**config.mk**
```make
export PLATFORM = sky130hd
export DESIGN_NAME = timer_enable_sequencer
export DESIGN_NICKNAME = d
export VERILOG_FILES = /design/src/rtl/timer_seq_pkg.sv /design/src/rtl/seq_phase_counter.sv /design/src/rtl/timer_enable_sequencer.sv
export SDC_FILE = /design/constraint.sdc
export NUM_CORES = 1
export LEC_CHECK = 0
export CAP_MARGIN = 20
export CORE_AREA = 2 2 121 123
export DETAILED_ROUTE_END_ITERATION = 8
export DIE_AREA = 0 0 123 125
export PLACE_DENSITY = 0.9
export SKIP_LAST_GASP = 1
export SLEW_MARGIN = 15
export SYNTH_ARGS = -nofsm -noshare
export SYNTH_HDL_FRONTEND = slang
export SYNTH_SLANG_ARGS = --single-unit
```
**constraint.sdc**
```tcl
create_clock -name clk -period 8.1 [get_ports clk]
set_input_delay 1.62 -clock clk [delete_from_list [all_inputs] [get_ports clk]]
set_output_delay 1.62 -clock clk [all_outputs]
set_load 0.005 [all_outputs]
```
**src/rtl/timer_seq_pkg.sv**
```systemverilog
// Shared encodings for the timer enable sequencer: FSM states, APB register offsets
// and the ctrl/status bit positions.
package timer_seq_pkg;

  typedef enum logic [1:0] {
    ST_IDLE  = 2'd0,
    ST_ARMED = 2'd1,
    ST_HIGH  = 2'd2,
    ST_LOW   = 2'd3
  } state_e;

  localparam logic [11:0] OFS_HIGH   = 12'd0;
  localparam logic [11:0] OFS_LOW    = 12'd4;
  localparam logic [11:0] OFS_CNT    = 12'd8;
  localparam logic [11:0] OFS_CTRL   = 12'd10;
  localparam logic [11:0] OFS_STATUS = 12'd11;
  localparam logic [11:0] OFS_PDONE  = 12'd12;

  localparam int CTRL_START = 0;
  localparam int CTRL_ABORT = 1;
  localparam int CTRL_ARM   = 2;
  localparam int STAT_BUSY  = 0;
  localparam int STAT_DONE  = 1;

  function automatic logic [7:0] byte_of(input logic [31:0] w, input logic [1:0] idx);
    return w[{idx, 3'b000} +: 8];
  endfunction

endpackage

```
**src/rtl/seq_phase_counter.sv**
```systemverilog
// Loadable 32b down-counter timing one HIGH or LOW phase; tc marks the last cycle.
module seq_phase_counter (
  input  logic        clk,
  input  logic        rst_n,
  input  logic        load,
  input  logic        en,
  input  logic [31:0] load_val,
  output logic        tc
);

  logic [31:0] cnt;

  // A programmed length of 0 still yields a one-cycle phase.
  always_ff @(posedge clk) begin
    if (!rst_n)
      cnt <= '0;
    else if (load)
      cnt <= (load_val == 32'd0) ? 32'd1 : load_val;
    else if (en && cnt != 32'd0)
      cnt <= cnt - 32'd1;
  end

  assign tc = (cnt == 32'd1);

endmodule

```
**src/rtl/timer_enable_sequencer.sv**
```systemverilog
// APB-programmed generator of N enable pulses (HIGH ticks on, LOW ticks off) feeding
// the timer's logical_in[0].
module timer_enable_sequencer
  import timer_seq_pkg::*;
#(
  parameter int IO_LOGICAL = 8
) (
  input  logic        clk,
  input  logic        rst_n,
  input  logic        trig,
  output logic        timer_enable,
  output logic        busy,
  input  logic [11:0] PADDR,
  input  logic        PSEL,
  input  logic        PENABLE,
  input  logic        PWRITE,
  input  logic [7:0]  PWDATA,
  output logic [7:0]  PRDATA
);

  if (IO_LOGICAL < 1) begin : g_bad_io_logical
    $error("IO_LOGICAL must be at least 1");
  end

  state_e      state;
  logic [31:0] high_ticks, low_ticks;
  logic [15:0] pulse_count, pulses_done, pulses_inc;
  logic        arm_on_trig, done, start_q, abort_q, trig_d;
  logic        wr, rd, trig_rise, last_pulse;
  logic        cnt_load, cnt_en, cnt_tc, go_high, go_low;
  logic [31:0] cnt_val;
  logic [7:0]  rdata;

  assign wr         = PSEL & PWRITE & PENABLE;
  assign rd         = PSEL & ~PWRITE;
  assign busy       = (state != ST_IDLE);
  assign trig_rise  = trig & ~trig_d;
  assign pulses_inc = pulses_done + 16'd1;
  assign last_pulse = (pulses_inc == pulse_count);

  // Register file. Ctrl strobes are held for one cycle and acted on by the FSM next edge.
  always_ff @(posedge clk) begin
    if (!rst_n) begin
      high_ticks  <= '0;
      low_ticks   <= '0;
      pulse_count <= '0;
      arm_on_trig <= 1'b0;
      start_q     <= 1'b0;
      abort_q     <= 1'b0;
      PRDATA      <= '0;
    end else begin
      start_q <= 1'b0;
      abort_q <= 1'b0;
      if (wr) begin
        if (!busy) begin
          if (PADDR[11:2] == OFS_HIGH[11:2])
            high_ticks[{PADDR[1:0], 3'b000} +: 8] <= PWDATA;
          else if (PADDR[11:2] == OFS_LOW[11:2])
            low_ticks[{PADDR[1:0], 3'b000} +: 8] <= PWDATA;
          else if (PADDR == OFS_CNT)
            pulse_count[7:0] <= PWDATA;
          else if (PADDR == OFS_CNT + 12'd1)
            pulse_count[15:8] <= PWDATA;
        end
        if (PADDR == OFS_CTRL) begin
          start_q     <= PWDATA[CTRL_START];
          abort_q     <= PWDATA[CTRL_ABORT];
          arm_on_trig <= PWDATA[CTRL_ARM];
        end
      end
      if (rd)
        PRDATA <= rdata;
    end
  end

  always_comb begin
    rdata = '0;
    if (PADDR[11:2] == OFS_HIGH[11:2])
      rdata = byte_of(high_ticks, PADDR[1:0]);
    else if (PADDR[11:2] == OFS_LOW[11:2])
      rdata = byte_of(low_ticks, PADDR[1:0]);
    else if (PADDR == OFS_CNT)
      rdata = pulse_count[7:0];
    else if (PADDR == OFS_CNT + 12'd1)
      rdata = pulse_count[15:8];
    else if (PADDR == OFS_STATUS) begin
      rdata[STAT_BUSY] = busy;
      rdata[STAT_DONE] = done;
    end else if (PADDR == OFS_PDONE)
      rdata = pulses_done[7:0];
    else if (PADDR == OFS_PDONE + 12'd1)
      rdata = pulses_done[15:8];
  end

  // Phase entry conditions, shared by the counter load and the FSM.
  always_comb begin
    go_high = 1'b0;
    go_low  = 1'b0;
    if (!abort_q) begin
      case (state)
        ST_IDLE:  go_high = start_q && !arm_on_trig && (pulse_count != 16'd0);
        ST_ARMED: go_high = trig_rise;
        ST_HIGH:  go_low  = cnt_tc && !last_pulse;
        ST_LOW:   go_high = cnt_tc;
        default:  go_high = 1'b0;
      endcase
    end
  end

  assign cnt_load = go_high | go_low;
  assign cnt_val  = go_low ? low_ticks : high_ticks;
  assign cnt_en   = (state == ST_HIGH) || (state == ST_LOW);

  seq_phase_counter u_cnt (
    .clk      (clk),
    .rst_n    (rst_n),
    .load     (cnt_load),
    .en       (cnt_en),
    .load_val (cnt_val),
    .tc       (cnt_tc)
  );

  always_ff @(posedge clk) begin
    if (!rst_n) begin
      state        <= ST_IDLE;
      timer_enable <= 1'b0;
      done         <= 1'b0;
      pulses_done  <= '0;
      trig_d       <= 1'b0;
    end else begin
      trig_d <= trig;
      if (abort_q) begin
        state        <= ST_IDLE;
        timer_enable <= 1'b0;
      end else begin
        case (state)
          ST_IDLE: if (start_q) begin
            done        <= 1'b0;
            pulses_done <= '0;
            if (pulse_count == 16'd0)
              done <= 1'b1;
            else if (arm_on_trig)
              state <= ST_ARMED;
            else begin
              state        <= ST_HIGH;
              timer_enable <= 1'b1;
            end
          end
          ST_ARMED: if (trig_rise) begin
            state        <= ST_HIGH;
            timer_enable <= 1'b1;
          end
          ST_HIGH: if (cnt_tc) begin
            pulses_done  <= pulses_inc;
            timer_enable <= 1'b0;
            if (last_pulse) begin
              state <= ST_IDLE;
              done  <= 1'b1;
            end else
              state <= ST_LOW;
          end
          ST_LOW: if (cnt_tc) begin
            state        <= ST_HIGH;
            timer_enable <= 1'b1;
          end
          default: begin
            state        <= ST_IDLE;
            timer_enable <= 1'b0;
          end
        endcase
      end
    end
  end

endmodule
```
# After elaboration in Yosys (flattened, before gate mapping)
# Cells that the tools add are included.
# Widths: inputs -> output; s select.
# classes
mux	41
eq_ne	19
n_bitwise	13
add_sub_neg	3
reduce_logical	27
shifts	4
# op_table
operator	count
$mux 32	4
$eq 12x4->1 const B	6
$bwmux 32	2
$shiftx 32x6->8	2
$mux 8	6
$eq 32x1->1 const B	1
$logic_not 32->1	1
$mux 16	2
$pmux 16 s2	1
$reduce_bool 32->1	1
$shift 8x7->32 const A	1
$shiftx 8x7->32	1
$sub 32x1->32 const B	1
$add 16x1->16 const B	1
$eq 16x16->1	1
$logic_not 16->1	1
$mux 2	8
$reduce_bool 16->1	1
$reduce_and 5->1	3
$ne 2x2->1 const B	7
$mux 1	13
$reduce_and 6->1	2
$eq 10x1->1 const B	1
$logic_not 10->1	1
other kinds (20)	39
# totals
inputBits	26
output_inout_bits	10
elab_cells	121
ff_bits	144

# Logic depth before layout (Yosys ltp)
# logic_depth
word_depth	10
depth_mapped	11
depth_no_buf	9

# By module
# Synthesis repeated with hierarchy kept, for this count alone.
# unflattened
cells_unflattened	1058
hier_area_um2	8664.6
# by_module_without_submodules
module	cells_per_inst	n_inst	seq_area_each_um2	area_each_um2
timer_enable_sequencer	790	1	2242.2	6439.9
seq_phase_counter	268	1	640.6	2224.6

# Worst setup path after synthesis
# No wires, ideal clock.
# synth_path
path_type	input port to flip-flop
from	input port PADDR[0]
to	register PRDATA[0]
path_slack_ns	3.850
path_buffers	4
setup_ns	0.122
arrival_time_ns	4.128
stages	11
required_ns	7.978
path_cell_list	clkbuf_1 -> clkbuf_1 -> inv_1 -> ha_1 -> clkbuf_1 -> and3_1 -> buf_2 -> a221oi_1 -> nor2_1 -> a211oi_1 -> o31ai_1
# synth_via
elab_chain_len	8
word_cells_on_any_way	14
cone_classes	eq/ne: 5; shift: 2; mux: 7
# synth_rtl
item	line	rtl
start: declaration	timer_enable_sequencer.sv:13	input logic [11:0] PADDR,
$eq 12x4->1	timer_enable_sequencer.sv:91	else if (PADDR == OFS_PDONE + 12'd1)
$mux 8	timer_enable_sequencer.sv:91	
$mux 8	timer_enable_sequencer.sv:89	end else if (PADDR == OFS_PDONE)
$mux 2	timer_enable_sequencer.sv:86	else if (PADDR == OFS_STATUS) begin
$mux 8	timer_enable_sequencer.sv:84	else if (PADDR == OFS_CNT + 12'd1)
$mux 8	timer_enable_sequencer.sv:82	else if (PADDR == OFS_CNT)
$mux 8	timer_enable_sequencer.sv:80	else if (PADDR[11:2] == OFS_LOW[11:2])
$mux 8 *	timer_enable_sequencer.sv:78	if (PADDR[11:2] == OFS_HIGH[11:2])
end signal: assignment	timer_enable_sequencer.sv:72	PRDATA <= rdata;
end: declaration	timer_enable_sequencer.sv:18	output logic [7:0] PRDATA
# Every way passes the cells marked *; elsewhere a longest branch is shown, timed or not.
# A chain may end at the register's enable or synchronous reset.

# Worst setup path in the final report
# layout_path
from	input port PADDR[1]
to	register high_ticks[30]
# layout_via
elab_chain_len	3
word_cells_on_any_way	4
cone_classes	add/sub: 1; shift: 2; mux: 1
# layout_rtl
item	line	rtl
$neg 5->7 *	timer_enable_sequencer.sv:57	high_ticks[{PADDR[1:0], 3'b000} +: 8] <= PWDATA;
$shiftx 8x7->32 / $shift 8x7->32 (equally long branches)	timer_enable_sequencer.sv:57	
$bwmux 32 *	timer_enable_sequencer.sv:57	
end signal: assignment	timer_enable_sequencer.sv:44	high_ticks <= '0;
end signal: indexed assignment	timer_enable_sequencer.sv:57	
end: declaration	timer_enable_sequencer.sv:26	logic [31:0] high_ticks, low_ticks;
# Marked as above.

==> out/qor.csv <==
metric,value,unit
antenna_found_initial,0,
seqPwrFrac,46.5,%
p_comb_share,4.6,%
ys_seq_area_share,34.8,%
p_sw_share,23.7,%
synth-edff-count,0,
grt_pass1_vias,7546,
rsz0062_at_grt,no,
syn_area_per_cell,7.82,um^2
ys_ff_latch,144,
min_path_cells,2,
hold_class,register to register,
reg2reg_from,u_cnt.cnt[2],
cts_inserted_buffers,17,
fin_hold_ws,516,ps
synth_top_cells_by_area,"dfxtp_1 35%, nor2_1 9.8%, a21oi_1 5.6%",
clock-sinks,144,
cp.arrival,4800,ps
yosysWarningCount,0,
critPathBufInv,2,
synthesis.nets,1096,
final.setup.tns,0,ps
synth_commonest_cells,"217 x nor2_1, 144 x dfxtp_1, 106 x nand2_1",
drtIter0Drc,1380,
die_h,125,um
slowest_stage,clkdlybuf4s50_1,
finalWirelength,26.0,mm
netlist.area_leader.share,34.8,%
clockBufferDepth,2,
dp_hpwl,17.8,mm
hp-start,PRDATA[2],
utilization,64.4,%
grt_overflow,0,
clockPowerShare,48.8,%
ioPinCount,36,
max_freq,0.224,GHz
dpl.cell_count,1210,
drtAntennaViolNets,0,
drv_cap,0,
yosysMostFrequentCell,nor2_1,
hold_violations,0,
cts_htree_levels,4,
p_leak,3.36,nW
intPower,1.17,mW
clkTransAtPathRegs,60,ps
nFillCells,1187,
async_reset_ff_share,0,%
path_delay_family,simple AND/OR/NAND/NOR gates,
cts-resized-gates,0,
pre_cts_ws,3370,ps
clk_latency,430,ps
vias,8253,
syn-cell-area,8280,um^2
cp-start-kind,input port,
reg2reg_slack,4450,ps
drv_slew,0,
period_minus_slack,4460,ps
maxSlewHeadroom,25.3,%
instances_no_fill,1242,
crit_path_start,PADDR[1],
layout_setup_ws,3640,ps
path_cells,clkdlybuf4s50_1 > inv_1 > ha_1 > nor3_1 > nand2_1 > nor2_1 > a21oi_1 > nor2_1,
via_per_inst,6.64,
io_buffers,35,
syn_to_final_growth,10.4,%
skew,8.26,ps
outcome,completed,
critical_path_class,input port to register,
cts_setup_buffers,0,
drive_above_1_share,7.75,%
core_area,14200,um^2
fin_nets,1081,
synth_top_area_cell,dfxtp_1,
synthCells,1060,
wl_per_cell,21.0,um
die_w,123,um
antenna_cells,0,
cts_tree,yes,
tightest_slew,1120,ps
grt_max_degree,65,
cpMostUsedCell,nor2_1,
fin_area,9150,um^2
hold_end,PRDATA[2],
root_buffer,clkbuf_16,
dieArea,15400,um^2
track_usage,34.9,%
r2r_cells,6,
grt_pass1_wl,41.6,mm
gp_congestion,1.03,
ys.flop_type,dfxtp_1,
path_max_fanout,21,
timing.rr.end,u_cnt.cnt[6],
cp.required,8440,ps
power-per-cell-area,167,nW/um^2
slowest_delay,1100,ps
synth.distinct_cells,69,
cp-end-kind,register,
dpl_cell_area,8580,um^2
setup-violations-final,0,
first_pass_iters,6,
start_util,58.3,%
fin_crit_sh,55.0,%
ctsHoldBuffers,0,
p_sw,0.363,mW
power,1.53,mW
drc_errors,0,
num_rows,44,
vdd_drop_max,0.177,mV
-- metal layers --
layer / vias up / share of wire, % / global-route usage (%)
li1: 3770 / - / -
met1: 3745 / 39 / 49.2
met2: 643 / 43 / 50.3
met3: 95 / 15 / 10.4
met4: 0 / 3.8 / 13.0
met5: - / 0 / 0
-- power by group through the flow --
| stage | clock (mW) | combinational, mW | sequential, mW |
|---|---|---|---|
| floorplan | 0 | 0.0367 | 0.727 |
| global placement | 0 | 0.0678 | 0.727 |
| detailed placement | 0 | 0.0684 | 0.727 |
| CTS | 0.743 | 0.0692 | 0.711 |
| global route | 0.776 | 0.0754 | 0.711 |
| finish | 0.746 | 0.0710 | 0.711 |
-- final cells by class --
class / instances / area [um^2] / area share, %
timing repair buffer: 38 / 368 / 4.02
clock inverter: 13 / 113 / 1.23
multi-input combinational: 830 / 5060 / 55.3
clock buffer: 19 / 443 / 4.84
tap: 184 / 230 / 2.52
sequential: 144 / 2880 / 31.5
inverter: 14 / 53.8 / 0.588
-- registers in the layout, summed over array words and instances, names as in the netlist --
name,cells
PRDATA,8
u_cnt.cnt,32
done,1
state,2
pulse_count,16
trig_d,1
abort_q,1
low_ticks,32
start_q,1
timer_enable,1
high_ticks,32
arm_on_trig,1
pulses_done,16
-- layout by cell type (no fill, tap or decap), types with 12 or more instances in the layout --
cell type | Yosys | routed
nor2_1 | 217 | 217
dfxtp_1 | 144 | 144
nand2_1 | 106 | 106
a21oi_1 | 92 | 91
mux2i_1 | 38 | 38
nor4_1 | 36 | 36
clkdlybuf4s50_1 | 0 | 34
o21ai_0 | 33 | 33
xor2_1 | 27 | 27
nor3_1 | 23 | 23
xnor2_1 | 20 | 20
nand3_1 | 19 | 19
clkbuf_16 | 0 | 17
mux4_2 | 16 | 16
nand4_1 | 16 | 16
inv_1 | 14 | 13
or4_1 | 13 | 13
o32ai_1 | 12 | 12
-- worst reg2reg max path, cell delays in order (launching register included) --
cell,delay [ps]
dfxtp_1,350
nor4_1,610
nand4b_1,590
or4_4,730
a21oi_2,790
nor2_1,150
o32ai_1,320
-- logic make-up (layout without fill, tap and decap cells) --
family / Yosys count / in the layout / synth area share [%]
AND/OR/NAND/NOR: 499 / 499 / 28.4
AO/OA/AOI/OAI: 216 / 216 / 16.5
flip-flops: 144 / 144 / 34.8
buffers and inverters: 86 / 84 / 4.35
multiplexers: 58 / 58 / 9.48
XOR/XNOR: 47 / 47 / 4.97
adder cells (fa/ha/maj): 10 / 10 / 1.51
-- worst max path at each step --
stage / to / slack [ps] / depth (start not counted)
after floorplan: PRDATA[0] / 3850 / 11
after global placement: high_ticks[29] / 3400 / 7
after detailed placement: high_ticks[27] / 3370 / 7
after CTS: high_ticks[30] / 3710 / 7
after global routing: state[0] / 3400 / 6
final: high_ticks[30] / 3640 / 8
(Power assumes the default switching activity.)
